===== src/rtl/axis_spi_pkg.sv =====
// axis_spi_pkg: shared state type and round-robin helper for the SPI arbiter
package axis_spi_pkg;
  typedef enum logic [1:0] {IDLE, ARB, XFER, DRAIN} arb_state_t;
  localparam int RR_MAX = 8;
  function automatic logic [RR_MAX-1:0] rr_pick(input logic [RR_MAX-1:0] req, input logic [2:0] last_ptr, input int n);
    logic [RR_MAX-1:0] r;
    int idx;
    r = '0;
    for (int i = n; i >= 1; i--) begin
      idx = (int'(last_ptr) + i) % n;
      if (req[idx[2:0]]) r = RR_MAX'(1) << idx;
    end
    return r;
  endfunction
endpackage


===== src/rtl/axis_if.sv =====
// axis_if: AXI-Stream byte channel between the arbiter and the SPI master
interface axis_if #(parameter int DATA_WIDTH = 8);
  logic tvalid;
  logic tready;
  logic [DATA_WIDTH-1:0] tdata;
  logic tlast;
  modport master(output tvalid, tdata, tlast, input tready);
  modport slave(input tvalid, tdata, tlast, output tready);
endinterface


===== src/rtl/rr_arbiter.sv =====
// rr_arbiter: round-robin pick with a registered last-served pointer
module rr_arbiter import axis_spi_pkg::*; #(
  parameter int N = 3
) (
  input  logic         clk_i,
  input  logic         rst_i,
  input  logic [N-1:0] req_i,
  input  logic         upd_i,
  input  logic [N-1:0] upd_grant_i,
  output logic [N-1:0] pick_o
);
  localparam int PW = $clog2(N);
  logic [PW-1:0] last_ptr_q, last_ptr_d;
  assign pick_o = N'(rr_pick(RR_MAX'(req_i), 3'(last_ptr_q), N));
  // on release the pointer moves to the requester whose grant is being dropped
  always_comb begin
    last_ptr_d = last_ptr_q;
    for (int i = 0; i < N; i++) last_ptr_d = (upd_i && upd_grant_i[i]) ? PW'(i) : last_ptr_d;
  end
  // pointer register; reset leaves requester 0 as the first choice
  always_ff @(posedge clk_i) last_ptr_q <= rst_i ? PW'(N - 1) : last_ptr_d;
endmodule


===== src/rtl/axis_spi_arbiter.sv =====
// axis_spi_arbiter: round-robin sharing of one SPI master among AXI-Stream requesters
module axis_spi_arbiter import axis_spi_pkg::*; #(
  parameter int NUM_REQ    = 3,
  parameter int DATA_WIDTH = 8,
  parameter int SLAVE_NUM  = 2,
  parameter int TIMEOUT    = 4096,
  localparam int ADDR_W    = SLAVE_NUM > 1 ? $clog2(SLAVE_NUM) : 1
) (
  input  logic                          clk_i,
  input  logic                          rst_i,
  input  logic [NUM_REQ-1:0]            req_tvalid_i,
  output logic [NUM_REQ-1:0]            req_tready_o,
  input  logic [NUM_REQ*DATA_WIDTH-1:0] req_tdata_i,
  input  logic [NUM_REQ-1:0]            req_tlast_i,
  input  logic [NUM_REQ*ADDR_W-1:0]     req_addr_i,
  output logic [NUM_REQ-1:0]            rsp_tvalid_o,
  input  logic [NUM_REQ-1:0]            rsp_tready_i,
  output logic [DATA_WIDTH-1:0]         rsp_tdata_o,
  output logic                          rsp_tlast_o,
  output logic [ADDR_W-1:0]             spi_addr_o,
  axis_if.master                        m_axis,
  axis_if.slave                         s_axis,
  output logic [NUM_REQ-1:0]            grant_o,
  output logic                          busy_o,
  output logic                          timeout_o
);
  localparam int GW = $clog2(NUM_REQ);
  localparam int WD_W = TIMEOUT > 1 ? $clog2(TIMEOUT) : 1;
  localparam logic [WD_W-1:0] WD_MAX = WD_W'(TIMEOUT > 0 ? TIMEOUT - 1 : 0);
  arb_state_t state_q, state_d;
  logic [NUM_REQ-1:0] grant_q, grant_d, pick;
  logic [ADDR_W-1:0] addr_q, addr_d;
  logic [WD_W-1:0] wd_q, wd_d;
  logic [GW-1:0] g, p;
  logic act, req_hs, rsp_hs, req_end, rsp_end, done, wd_fire, release_w;
  rr_arbiter #(.N(NUM_REQ)) u_rr (
    .clk_i       (clk_i),
    .rst_i       (rst_i),
    .req_i       (req_tvalid_i),
    .upd_i       (release_w),
    .upd_grant_i (grant_q),
    .pick_o      (pick)
  );
  assign act = state_q == XFER || state_q == DRAIN;
  assign req_hs = m_axis.tvalid && m_axis.tready;
  assign rsp_hs = s_axis.tvalid && s_axis.tready;
  assign req_end = req_hs && m_axis.tlast;
  assign rsp_end = rsp_hs && s_axis.tlast;
  assign done = rsp_end && (state_q == DRAIN || req_end);
  assign wd_fire = TIMEOUT != 0 && act && wd_q == WD_MAX && !req_hs && !rsp_hs;
  assign release_w = done || wd_fire;
  assign grant_o = grant_q;
  assign spi_addr_o = addr_q;
  assign busy_o = state_q != IDLE;
  assign timeout_o = wd_fire;
  // binary indices of the held grant and of the fresh round-robin pick
  always_comb begin
    g = '0;
    p = '0;
    for (int i = 0; i < NUM_REQ; i++) begin
      g = grant_q[i] ? GW'(i) : g;
      p = pick[i] ? GW'(i) : p;
    end
  end
  // state register; reset abandons any frame in flight
  always_ff @(posedge clk_i) begin
    if (rst_i) begin
      state_q <= IDLE;
      grant_q <= '0;
      addr_q <= '0;
      wd_q <= '0;
    end else begin
      state_q <= state_d;
      grant_q <= grant_d;
      addr_q <= addr_d;
      wd_q <= wd_d;
    end
  end
  // next state: lock grant and address in ARB, release on response end or watchdog
  always_comb begin
    state_d = state_q;
    grant_d = grant_q;
    addr_d = addr_q;
    wd_d = (req_hs || rsp_hs) ? '0 : wd_q + 1'b1;
    case (state_q)
      IDLE: state_d = |req_tvalid_i ? ARB : IDLE;
      ARB: begin
        state_d = |pick ? XFER : IDLE;
        grant_d = pick;
        addr_d = |pick ? req_addr_i[int'(p)*ADDR_W +: ADDR_W] : addr_q;
        wd_d = '0;
      end
      default: begin
        state_d = release_w ? IDLE : (req_end ? DRAIN : state_q);
        grant_d = release_w ? '0 : grant_q;
      end
    endcase
  end
  // combinational pass-through of the granted requester in both directions
  always_comb begin
    m_axis.tvalid = state_q == XFER && req_tvalid_i[g];
    m_axis.tdata = req_tdata_i[int'(g)*DATA_WIDTH +: DATA_WIDTH];
    m_axis.tlast = req_tlast_i[g];
    req_tready_o = state_q == XFER ? grant_q & {NUM_REQ{m_axis.tready}} : '0;
    s_axis.tready = act && rsp_tready_i[g];
    rsp_tvalid_o = act ? grant_q & {NUM_REQ{s_axis.tvalid}} : '0;
    rsp_tdata_o = s_axis.tdata;
    rsp_tlast_o = s_axis.tlast;
  end
endmodule


===== src/flat_wrapper.sv =====
// flat-port wrapper written by rule: the top's interface ports become plain ports
module axis_spi_arbiter_flat import axis_spi_pkg::*;
#(
  parameter int NUM_REQ    = 3,
  parameter int DATA_WIDTH = 8,
  parameter int SLAVE_NUM  = 2,
  parameter int TIMEOUT    = 4096,
  localparam int ADDR_W    = SLAVE_NUM > 1 ? $clog2(SLAVE_NUM) : 1
)
  (clk_i, rst_i, req_tvalid_i, req_tready_o, req_tdata_i, req_tlast_i, req_addr_i, rsp_tvalid_o, rsp_tready_i, rsp_tdata_o, rsp_tlast_o, spi_addr_o, grant_o, busy_o, timeout_o, m_axis_tvalid, m_axis_tdata, m_axis_tlast, m_axis_tready, s_axis_tvalid, s_axis_tdata, s_axis_tlast, s_axis_tready);
  axis_if #(.DATA_WIDTH(DATA_WIDTH)) m_axis_i ();
  axis_if #(.DATA_WIDTH(DATA_WIDTH)) s_axis_i ();
  input  logic clk_i;
  input  logic rst_i;
  input  logic [NUM_REQ-1:0] req_tvalid_i;
  output logic [NUM_REQ-1:0] req_tready_o;
  input  logic [NUM_REQ*DATA_WIDTH-1:0] req_tdata_i;
  input  logic [NUM_REQ-1:0] req_tlast_i;
  input  logic [NUM_REQ*ADDR_W-1:0] req_addr_i;
  output logic [NUM_REQ-1:0] rsp_tvalid_o;
  input  logic [NUM_REQ-1:0] rsp_tready_i;
  output logic [DATA_WIDTH-1:0] rsp_tdata_o;
  output logic rsp_tlast_o;
  output logic [ADDR_W-1:0] spi_addr_o;
  output logic [NUM_REQ-1:0] grant_o;
  output logic busy_o;
  output logic timeout_o;
  output wire logic [$bits(m_axis_i.tvalid)-1:0] m_axis_tvalid;
  output wire logic [$bits(m_axis_i.tdata)-1:0] m_axis_tdata;
  output wire logic [$bits(m_axis_i.tlast)-1:0] m_axis_tlast;
  input wire logic [$bits(m_axis_i.tready)-1:0] m_axis_tready;
  input wire logic [$bits(s_axis_i.tvalid)-1:0] s_axis_tvalid;
  input wire logic [$bits(s_axis_i.tdata)-1:0] s_axis_tdata;
  input wire logic [$bits(s_axis_i.tlast)-1:0] s_axis_tlast;
  output wire logic [$bits(s_axis_i.tready)-1:0] s_axis_tready;
  assign m_axis_tvalid = m_axis_i.tvalid;
  assign m_axis_tdata = m_axis_i.tdata;
  assign m_axis_tlast = m_axis_i.tlast;
  assign m_axis_i.tready = m_axis_tready;
  assign s_axis_i.tvalid = s_axis_tvalid;
  assign s_axis_i.tdata = s_axis_tdata;
  assign s_axis_i.tlast = s_axis_tlast;
  assign s_axis_tready = s_axis_i.tready;
  axis_spi_arbiter #(.NUM_REQ(NUM_REQ), .DATA_WIDTH(DATA_WIDTH), .SLAVE_NUM(SLAVE_NUM), .TIMEOUT(TIMEOUT)) u_core (.clk_i(clk_i), .rst_i(rst_i), .req_tvalid_i(req_tvalid_i), .req_tready_o(req_tready_o), .req_tdata_i(req_tdata_i), .req_tlast_i(req_tlast_i), .req_addr_i(req_addr_i), .rsp_tvalid_o(rsp_tvalid_o), .rsp_tready_i(rsp_tready_i), .rsp_tdata_o(rsp_tdata_o), .rsp_tlast_o(rsp_tlast_o), .spi_addr_o(spi_addr_o), .m_axis(m_axis_i), .s_axis(s_axis_i), .grant_o(grant_o), .busy_o(busy_o), .timeout_o(timeout_o));
endmodule

===== config.mk =====
export PLATFORM = sky130hd
export DESIGN_NAME = axis_spi_arbiter_flat
export DESIGN_NICKNAME = d
export VERILOG_FILES = /design/src/rtl/axis_spi_pkg.sv /design/src/rtl/axis_if.sv /design/src/rtl/rr_arbiter.sv /design/src/rtl/axis_spi_arbiter.sv /design/src/flat_wrapper.sv
export SDC_FILE = /design/constraint.sdc
export NUM_CORES = 1
export LEC_CHECK = 0
export CAP_MARGIN = 20
export CORE_ASPECT_RATIO = 0.75
export CORE_MARGIN = 3
export CORE_UTILIZATION = 44
export CTS_CLUSTER_SIZE = 25
export DETAILED_ROUTE_END_ITERATION = 10
export GPL_TIMING_DRIVEN = 1
export PLACE_DENSITY = 0.95
export SKIP_LAST_GASP = 1
export SYNTH_ARGS = -nofsm -noshare
export SYNTH_HDL_FRONTEND = slang
export SYNTH_SLANG_ARGS = --single-unit

===== constraint.sdc =====
create_clock -name clk_i -period 5.2 [get_ports clk_i]
set_input_delay 1.04 -clock clk_i [delete_from_list [all_inputs] [get_ports clk_i]]
set_output_delay 1.04 -clock clk_i [all_outputs]
set_load 0.02 [all_outputs]

==> flow_summary.toml, run 1 <==
[clock_tree]
clk_latency_ps = 260
cts_buffers = 3
clk_pin_slew_ps = 60
cts_tree = "built"
htree_levels = 1
cts_num_sinks = 20
cts_setup_buffers = 0
cts-root-buf = "clkbuf_8"
clock_path_buffers = 2
cts_resized = 0
ctsHoldBuffers = 0

[cells_and_area]
multi_input_area_sq_mm = 0.00107
nNetsFinal = 313
fin_util_pct = 66.2
instances_no_fill = 302
fill_cells = 283
synthToLayoutAreaGrowth_pct = 39.2
register_area_sq_um = 400
drive_gt1_share_pct = 3.57
n_antenna_cell = 0

[run]
drv_cap = 0

[power_and_ir_drop]
p_leak_nw = 0.875
peakVddDrop_v = 0.0000990
p_per_area_mw_per_mm2 = 206

[logic_synthesis]
syn_area_per_cell_sq_um = 7.97
synth.net_count = 262
syn-cell-area_sq_mm = 0.00162
ys_seq_area_share_pct = 24.7
yosysUniqueCellTypes = 53
yosys_warnings = 0
synth_cells = 203
synth-edff-count = 0
synthFlopType = "dfxtp_1"
ys_seq_elements = 20
synthArstFlopShare_pct = 0

[detailed_routing]
ant_nets = 0
drt-total-wl_um = 4210
via_per_inst = 5.57
wl_per_cell_um = 13.9
drc = 0
drt-pass1-iter-count = 4
vias = 1681
drt-initial-drc-count = 129

[timing]
fin_tns_setup_ps = 0
min_period_ps = 4100
fmax_ghz = 0.244
rsz0062_at_grt = "no"
slew_headroom_pct = 37.0
whs_ps = 456
timing_hold_violations_final = 0
finalCritPeriodShare_pct = 78.8
finClkSkew_ps = 3.35
worst_pin_slew_ps = 944
setup_violations = 0
drv_slew = 0
layout_setup_ws_ps = 1100

[floorplan]
core-area_sq_mm = 0.00340
start_util_pct = 47.6
die_area_sq_mm = 0.00445
core.rowCount = 18
ios = 81
die_h_um = 58.5
die_w_um = 76.0

[global_route]
antenna_found_initial = 0
grt_max_degree = 32
grt_pass1_vias = 1504
grt-ovfl-total = 0
grt_usage_pct = 18.6
grt_pass1_wl_um = 6720

[worst_setup_path]
required_ps = 4160
critPathKind = "input port to output pin"
end_kind = "output pin"
reg2reg_from = "u_core.u_rr.last_ptr_q[0]"
startpoint_type = "input port"
crit_start = "req_tvalid_i[1]"
critPathArrivalTime_ps = 3060
crit_fanout = 6

[placement]
dpl.hpwl_um = 3290
globalplace.congestion = 0.882
dpl.cell_count = 299
place_ws_ps = 1120
port_buffers = 64

[min_path]
min-delay-start = "u_core.wd_q[0]"
hold_path.class = "register to register"

[outcome]
status = "finished, final reports clean"
[report_power, final]
group	internal [mW]	switching [mW]
Sequential	0.163	0.0261
Combinational	0.0966	0.0806
Clock	0.0515	0.0464
[synth_stat cells, types with 2 or more instances]
library cell | n | area, sq um
a211oi_1 | 2 | 15.0
a21oi_1 | 9 | 45.0
and2_1 | 4 | 25.0
and3_1 | 5 | 31.3
and4_1 | 2 | 17.5
buf_1 | 2 | 7.51
buf_4 | 9 | 67.6
clkbuf_1 | 5 | 18.8
dfxtp_1 | 20 | 400
ha_1 | 10 | 125
inv_1 | 8 | 30.0
mux2_1 | 2 | 22.5
mux2i_1 | 12 | 120
nand2_1 | 18 | 67.6
nand3_1 | 7 | 35.0
nand4_1 | 4 | 25.0
nor2_1 | 16 | 60.1
nor2b_1 | 7 | 43.8
o2111ai_1 | 2 | 17.5
o211a_1 | 2 | 20.0
o21ai_0 | 14 | 70.1
o21ai_1 | 4 | 20.0
o21bai_1 | 2 | 15.0
or3_1 | 2 | 12.5
xnor2_1 | 3 | 26.3
xor2_1 | 5 | 43.8
[kinds of logic after synthesis]
logic type      Yosys count  share of synthesized area [%]
mux                      14                           8.82
flops                    20                           24.7
fa+ha+maj                10                           7.73
simple gates             75                           24.4
buf+inv                  27                           8.89
xor+xnor                  8                           4.33
compound gates           49                           21.0
[layout make-up]
class                           instances  share of cell area (%)
Clock buffer                            3                    1.83
Inverter                                9                    1.50
Multi-Input combinational cell        156                    47.7
Sequential cell                        20                    17.8
Tap cell                               50                    2.78
Timing Repair Buffer                   64                    28.4
[placed cells by master (no fill, tap or decap), types with 2 or more instances in the layout]
| master | instances |
|---|---|
| nand3_1 | 7 |
| mux2i_1 | 12 |
| clkbuf_8 | 3 |
| nand4_1 | 4 |
| o21bai_1 | 2 |
| or3_1 | 2 |
| nand2_1 | 18 |
| mux2_1 | 2 |
| o21ai_0 | 14 |
| a211oi_1 | 2 |
| o211a_1 | 2 |
| nor2b_1 | 7 |
| dfxtp_1 | 20 |
| nor2_1 | 16 |
| clkdlybuf4s50_1 | 64 |
| o2111ai_1 | 2 |
| and3_1 | 5 |
| and2_1 | 4 |
| xnor2_1 | 3 |
| ha_1 | 10 |
| xor2_1 | 5 |
| and4_1 | 2 |
| inv_1 | 8 |
| o21ai_1 | 4 |
| a21oi_1 | 9 |
[critical path, stage by stage]
cell and delay (ps):
clkdlybuf4s50_1 490, mux2_1 360, o211ai_1 200, and4_1 320
clkdlybuf4s50_1 640
[flip-flops by register name (all words and copies together), names as in the netlist]
signal                  flops
u_core.grant_o              3
u_core.wd_q                12
u_core.u_rr.last_ptr_q      2
u_core.spi_addr_o           1
u_core.state_q              2
[through the flow]
stage                     power (mW)  instance area [sq um]
after detailed placement       0.368                   2210
after global placement         0.366                   2210
after global routing           0.486                   2250
final                          0.465                   2250
after floorplan                0.290                   1620
after CTS                      0.467                   2250
[path summary, 6_finish.rpt]
check / endpoint / slack, ps / depth (start not counted)
worst max-delay path: timeout_o / 1100 / 5
worst min register to register: u_core.wd_q[0] / 460 / 1
worst min-delay path: u_core.wd_q[0] / 460 / 1
worst max register to register: u_core.spi_addr_o / 2470 / 8
[routing by layer]
metal	share of wire, %	track usage, %
met5	0	0
met4	1.3	7.75
met3	10	5.05
met2	44	30.9
met1	44	23.2
(Power assumes the default switching activity.)
==> run 2: changes to the inputs <==
--- a/config.mk
+++ b/config.mk
@@ -8,11 +8,11 @@
 export CAP_MARGIN = 20
 export CORE_ASPECT_RATIO = 0.75
 export CORE_MARGIN = 3
-export CORE_UTILIZATION = 44
+export CORE_UTILIZATION = 40
 export CTS_CLUSTER_SIZE = 25
 export DETAILED_ROUTE_END_ITERATION = 10
 export GPL_TIMING_DRIVEN = 1
-export PLACE_DENSITY = 0.95
+export PLACE_DENSITY = 0.88
 export SKIP_LAST_GASP = 1
 export SYNTH_ARGS = -nofsm -noshare
 export SYNTH_HDL_FRONTEND = slang
==> constraint.sdc (replaced) <==
create_clock -name clk_i -period 3.8 [get_ports clk_i]
set_input_delay 0.76 -clock clk_i [delete_from_list [all_inputs] [get_ports clk_i]]
set_output_delay 0.76 -clock clk_i [all_outputs]
set_load 0.02 [all_outputs]
==> run 2 against run 1 <==
  * Via count down 0.54%
  * Critical path depth unchanged
  * Routed wire length up 0.64%
  * Sequential share of layout area down 0.37 points
  * Die area up 9.1%
  * Global-route usage down 1.1 points
  * Combinational power up 47%
  * Clock skew up 12 ps
  * Worst setup slack worse by 850 ps
  * Register-to-register slack worse by 1400 ps
  * Largest power group is now combinational cells
  * Highest routed layer unchanged
==> flow_summary.toml, run 2 (synthesis results as in run 1) <==
[worst_setup_path]
crit_top_cell = "clkdlybuf4s50_1"
critPathTopFamily = "buffers and inverters"
reg2reg_from = "u_core.u_rr.last_ptr_q[1]"
r2r_end = "u_core.spi_addr_o"
crit_path_cell_trace = "clkdlybuf4s50_1, mux2_1, o211ai_1, and4_1, clkdlybuf4s50_1"
cp_num_buf_inv = 2
slowest_delay_ps = 640
rr_worst_depth = 8
cp_num_cells = 5
crit_start = "req_tvalid_i[1]"
end_kind = "output pin"
startpoint_type = "input port"
critPathKind = "input port to output pin"
slowest_stage = "clkdlybuf4s50_1"
critPathArrivalTime_ps = 2790
required_ps = 3040
rrSetupSlack_ps = 1050
crit_fanout = 6

[timing]
setup_violations = 0
slew_headroom_pct = 63.3
finClkSkew_ps = 15.3
rsz0062_at_grt = "no"
drv_slew = 0
worst_pin_slew_ps = 536
finalCritPeriodShare_pct = 93.3
min_period_ps = 3550
fin_tns_setup_ps = 0
fmax_ghz = 0.282
timing_hold_violations_final = 0

[global_route]
grt_usage_pct = 17.4
grt_max_degree = 26
grt-ovfl-total = 0
grt_pass1_vias = 1521
antenna_found_initial = 0
grt_pass1_wl_um = 6740

[clock_tree]
clk_latency_ps = 270
cts-root-buf = "clkbuf_8"
htree_levels = 1
cts_num_sinks = 20
ctsHoldBuffers = 0
cts_setup_buffers = 0
cts_tree = "built"
clock_path_buffers = 2
cts_buffers = 3
clk_pin_slew_ps = 70
cts_resized = 0

[power_and_ir_drop]
p_leak_nw = 0.900
p_per_area_mw_per_mm2 = 314
peakVddDrop_v = 0.000169

[floorplan]
core.rowCount = 19
core-area_sq_mm = 0.00378
die_h_um = 61.1
ios = 81
die_w_um = 79.4
start_util_pct = 42.8
die_area_sq_mm = 0.00485

[cells_and_area]
nNetsFinal = 315
final_common_cell = "clkdlybuf4s50_1"
top_register = "u_core.wd_q"
final_cell_mix = "clkdlybuf4s50_1 (64), dfxtp_1 (20), nand2_1 (18)"
multi_input_area_sq_mm = 0.00107
fill_cells = 327
largest_register_ffs = 12
synthToLayoutAreaGrowth_pct = 42.2
fin_util_pct = 60.8
register_area_sq_um = 400
final_cell_area_sq_mm = 0.00230
instances_no_fill = 307
drive_gt1_share_pct = 4.71
n_antenna_cell = 0

[detailed_routing]
vias = 1672
via_per_inst = 5.45
wl_per_cell_um = 13.8
drt-total-wl_um = 4240
ant_nets = 0
drc = 0
drt-pass1-iter-count = 4
drt-initial-drc-count = 150

[run]
drv_cap = 0

[outcome]
status = "finished, final reports clean"

[placement]
globalplace.congestion = 0.841
dpl.hpwl_um = 3340
placed_cell_area_sq_mm = 0.00223
dpl.cell_count = 303
port_buffers = 64

[min_path]
holdPathEnd = "u_core.wd_q[0]"
hold_path.class = "register to register"
min-delay-start = "u_core.wd_q[0]"
holdPathStages = 1
-- run 2: cell types whose count changed in the layout (fill, tap and decap cells not counted), sizes merged --
cell	before	now
buf	0	2
bufinv	0	1
-- run 2: per-layer routing --
metal	up-vias	wire length [um]	global-route usage [%]
met1	773	1860	22.0
met2	75	2000	30.0
met5	-	0	0
li1	816	-	-
met3	8	323	4.24
met4	0	48	5.64
-- run 2: through the flow --
| step | setup WS, ps | hold slack, ps | power, mW |
|---|---|---|---|
| 3_3_place_gp | 309 | 430 | 0.506 |
| 3_5_place_dp | 268 | 440 | 0.510 |
| 5_1_grt | 183 | 469 | 0.755 |
| 2_1_floorplan | 1390 | 418 | 0.397 |
| 6_report | 253 | 450 | 0.723 |
| 4_1_cts | 264 | 457 | 0.727 |
-- run 2: how the worst max path moves through the flow --
stage	to	slack, ps
finish	timeout_o	250
global route	timeout_o	180
CTS	timeout_o	260
detailed placement	timeout_o	270
global placement	timeout_o	310
floorplan	m_axis_tdata[1]	1390
-- run 2: power by group --
group          internal [mW]  switching, mW  total, mW
Sequential             0.223         0.0233      0.247
Combinational          0.135          0.126      0.260
Clock                  0.141         0.0751      0.216
Total                  0.499          0.224      0.723
-- run 2: worst register-to-register path: stages, from the launching register on --
cell and delay (ps):
dfxtp_1 460, inv_1 140, ha_1 400, mux2i_1 240, o21ai_1 120, a2111oi_0 510
o21bai_1 220, o211a_1 290, o41ai_2 290
-- run 2: area by class of cell --
type,instances,share of cell area [%]
sequential,20,17.4
multi-input combinational,156,46.7
timing repair buffer,66,28.5
clock buffer,3,1.80
clock inverter,1,1.31
tap,52,2.83
inverter,9,1.47
==> run 3: changes to the inputs <==
--- a/config.mk
+++ b/config.mk
@@ -8,12 +8,14 @@
 export CAP_MARGIN = 20
 export CORE_ASPECT_RATIO = 0.75
 export CORE_MARGIN = 3
-export CORE_UTILIZATION = 40
+export CORE_UTILIZATION = 41
 export CTS_CLUSTER_SIZE = 25
 export DETAILED_ROUTE_END_ITERATION = 10
 export GPL_TIMING_DRIVEN = 1
-export PLACE_DENSITY = 0.88
+export HOLD_SLACK_MARGIN = 0.1
+export PLACE_DENSITY = 0.89
 export SKIP_LAST_GASP = 1
 export SYNTH_ARGS = -nofsm -noshare
 export SYNTH_HDL_FRONTEND = slang
+export SYNTH_HIERARCHICAL = 1
 export SYNTH_SLANG_ARGS = --single-unit
==> run 3 against run 2 <==
  * Critical path type unchanged
  * Combinational power down 19%
  * Sequential power down 5%
  * Synthesized cell count up 1.5%
  * Sequential cell count unchanged
  * Sequential share of layout area down 0.31 points
  * Die area up 1.4%
  * Register-to-register slack worse by 170 ps
  * Non-clock buffer count up 1
==> flow_summary.toml, run 3 <==
[logic_synthesis]
synth-xor-area-share_pct = 3.64
synth_cells = 206
synth_top_area_share_pct = 23.8
synthAdderAreaFrac_pct = 7.43
synth-simple-area-share_pct = 25.6
synth_commonest_cells = "nand2_1 (22), nor2_1 (22), dfxtp_1 (20), o21ai_0 (15), mux2i_1 (12)"
ys_seq_elements = 20
synth-compound-area-share_pct = 19.5
synth-edff-count = 0
synth_top_family_by_area = "simple AND/OR/NAND/NOR gates"
ys_seq_area_share_pct = 23.8
synth.net_count = 265
syn_area_per_cell_sq_um = 8.18
yosys_warnings = 6
synthMuxAreaShare_pct = 11.4
synthTopCellsByArea = "dfxtp_1 (24%), ha_1 (7.4%), mux2i_1 (7.1%)"
synthArstFlopShare_pct = 0
synth_top_cell_by_area = "dfxtp_1"
syn-cell-area_sq_mm = 0.00168
yosysUniqueCellTypes = 48
synthFlopType = "dfxtp_1"

[floorplan]
start_util_pct = 44.3
die_area_sq_mm = 0.00492
die_h_um = 61.5
core.rowCount = 19
ios = 81
die_w_um = 80.0
core-area_sq_mm = 0.00380

[clock_tree]
clk_pin_slew_ps = 70
cts-root-buf = "clkbuf_8"
ctsHoldBuffers = 0
cts_tree = "built"
clock_path_buffers = 2
cts_buffers = 3
htree_levels = 1
cts_num_sinks = 20
clk_latency_ps = 260
cts_resized = 0
cts_setup_buffers = 0

[cells_and_area]
fill_cells = 337
instances_no_fill = 311
top_register = "u_core/wd_q"
drive_gt1_share_pct = 8.49
final_common_cell = "clkdlybuf4s50_1"
largest_register_ffs = 12
n_antenna_cell = 0
register_area_sq_um = 400
multi_input_area_sq_mm = 0.00114
final_cell_mix = "clkdlybuf4s50_1 (64), nand2_1 (22), nor2_1 (22)"
nNetsFinal = 320
synthToLayoutAreaGrowth_pct = 39.0

[worst_setup_path]
end_kind = "output pin"
crit_path_cell_trace = "clkdlybuf4s50_1, mux2_4, o2111ai_2, o2111ai_2, inv_1, clkdlybuf4s50_1"
reg2reg_from = "u_core/u_rr/last_ptr_q[1]"
required_ps = 3040
critPathArrivalTime_ps = 2700
crit_fanout = 7
critPathKind = "input port to output pin"
r2r_end = "u_core/state_q[1]"
slowest_stage = "clkdlybuf4s50_1"
startpoint_type = "input port"
rrSetupSlack_ps = 880
slowest_delay_ps = 600
rr_worst_depth = 9

[timing]
finalCritPeriodShare_pct = 90.9
slew_headroom_pct = 39.5
setup_violations = 0
rsz0062_at_grt = "no"
drv_slew = 0
worst_pin_slew_ps = 904
fmax_ghz = 0.289
finClkSkew_ps = 3.63
timing_hold_violations_final = 0
fin_tns_setup_ps = 0
min_period_ps = 3460

[min_path]
min-delay-start = "u_core/wd_q[0]"
holdPathEnd = "u_core/wd_q[0]"
hold_path.class = "register to register"
holdPathStages = 1

[detailed_routing]
drt-total-wl_um = 4270
vias = 1693
ant_nets = 0
drc = 0
wl_per_cell_um = 13.7
via_per_inst = 5.44
drt-pass1-iter-count = 5
drt-initial-drc-count = 96

[global_route]
antenna_found_initial = 0
grt_pass1_vias = 1595
grt_max_degree = 22
grt_usage_pct = 17.5
grt_pass1_wl_um = 6760
grt-ovfl-total = 0

[outcome]
status = "finished, final reports clean"

[power_and_ir_drop]
p_per_area_mw_per_mm2 = 249
p_leak_nw = 0.893
peakVddDrop_v = 0.000122

[placement]
dpl.cell_count = 308
port_buffers = 64
globalplace.congestion = 0.853
dpl.hpwl_um = 3280

[run]
drv_cap = 0
## run 3: cell count changes after synthesis, moves of 3 or more
| cell | change |
|---|---|
| o21ai_1 | -3 |
| and3_1 | +3 |
| a22o_1 | +3 |
| nand2_1 | +4 |
| mux2_4 | +4 |
| a21oi_1 | -3 |
| nor2_1 | +6 |
| and2_1 | -3 |
| xor2_1 | -3 |
## run 3: through the flow
| stage | hold slack, ps | power [mW] | setup slack, ps | util, % | cell area [sq um] |
|---|---|---|---|---|---|
| after detailed placement | 462 | 0.449 | 334 | 60.5 | 2300 |
| after floorplan | 430 | 0.358 | 1400 | - | 1680 |
| after global placement | 442 | 0.445 | 346 | 60.5 | 2300 |
| after CTS | 478 | 0.586 | 335 | 61.5 | 2340 |
| after global routing | 510 | 0.613 | 226 | 61.5 | 2340 |
| final | 480 | 0.583 | 344 | 61.5 | 2340 |
## run 3: worst max path at each step
stage	start	endpoint	slack [ps]	cells past startpoint
final	req_tvalid_i[0]	timeout_o	340	6
after detailed placement	req_tvalid_i[0]	timeout_o	330	6
after floorplan	u_core/grant_o[1]	m_axis_tdata[0]	1400	4
after CTS	req_tvalid_i[0]	timeout_o	340	6
after global routing	req_tvalid_i[0]	timeout_o	230	6
after global placement	req_tvalid_i[0]	timeout_o	350	6
## run 3: cell type report
cell class | count | share of cell area [%]
Inverter | 9 | 1.44
Timing Repair Buffer | 67 | 28.3
Multi-Input combinational cell | 160 | 48.6
Clock buffer | 3 | 1.76
Tap cell | 52 | 2.78
Sequential cell | 20 | 17.1
## run 3: critical path, delay by kind of cell
| family | cells | cell delay, ps |
|---|---|---|
| buffers and inverters | 3 | 1170 |
| muxes | 1 | 310 |
| AOI/OAI and AO/OA | 2 | 450 |
## run 3: routing by layer
metal	up-vias	track usage [%]	wire [um]
met5	-	0	0
met2	93	30.0	1900
met4	0	10.1	80
li1	830	-	-
met1	762	19.5	1820
met3	8	5.56	472
## run 3: kinds of logic (layout without fill, tap and decap cells)
family / after synthesis / in the layout
AO/OA/AOI/OAI: 43 / 43
XOR/XNOR: 7 / 7
adder cells (fa/ha/maj): 10 / 10
buffers and inverters: 26 / 79
flip-flops: 20 / 20
multiplexers: 17 / 17
AND/OR/NAND/NOR: 83 / 83
## run 3: where the power goes
group / total [mW] / internal [mW] / switching [mW]
registers: 0.235 / 0.220 / 0.0153
clock network: 0.138 / 0.0707 / 0.0677
logic: 0.210 / 0.113 / 0.0970
total: 0.583 / 0.403 / 0.180
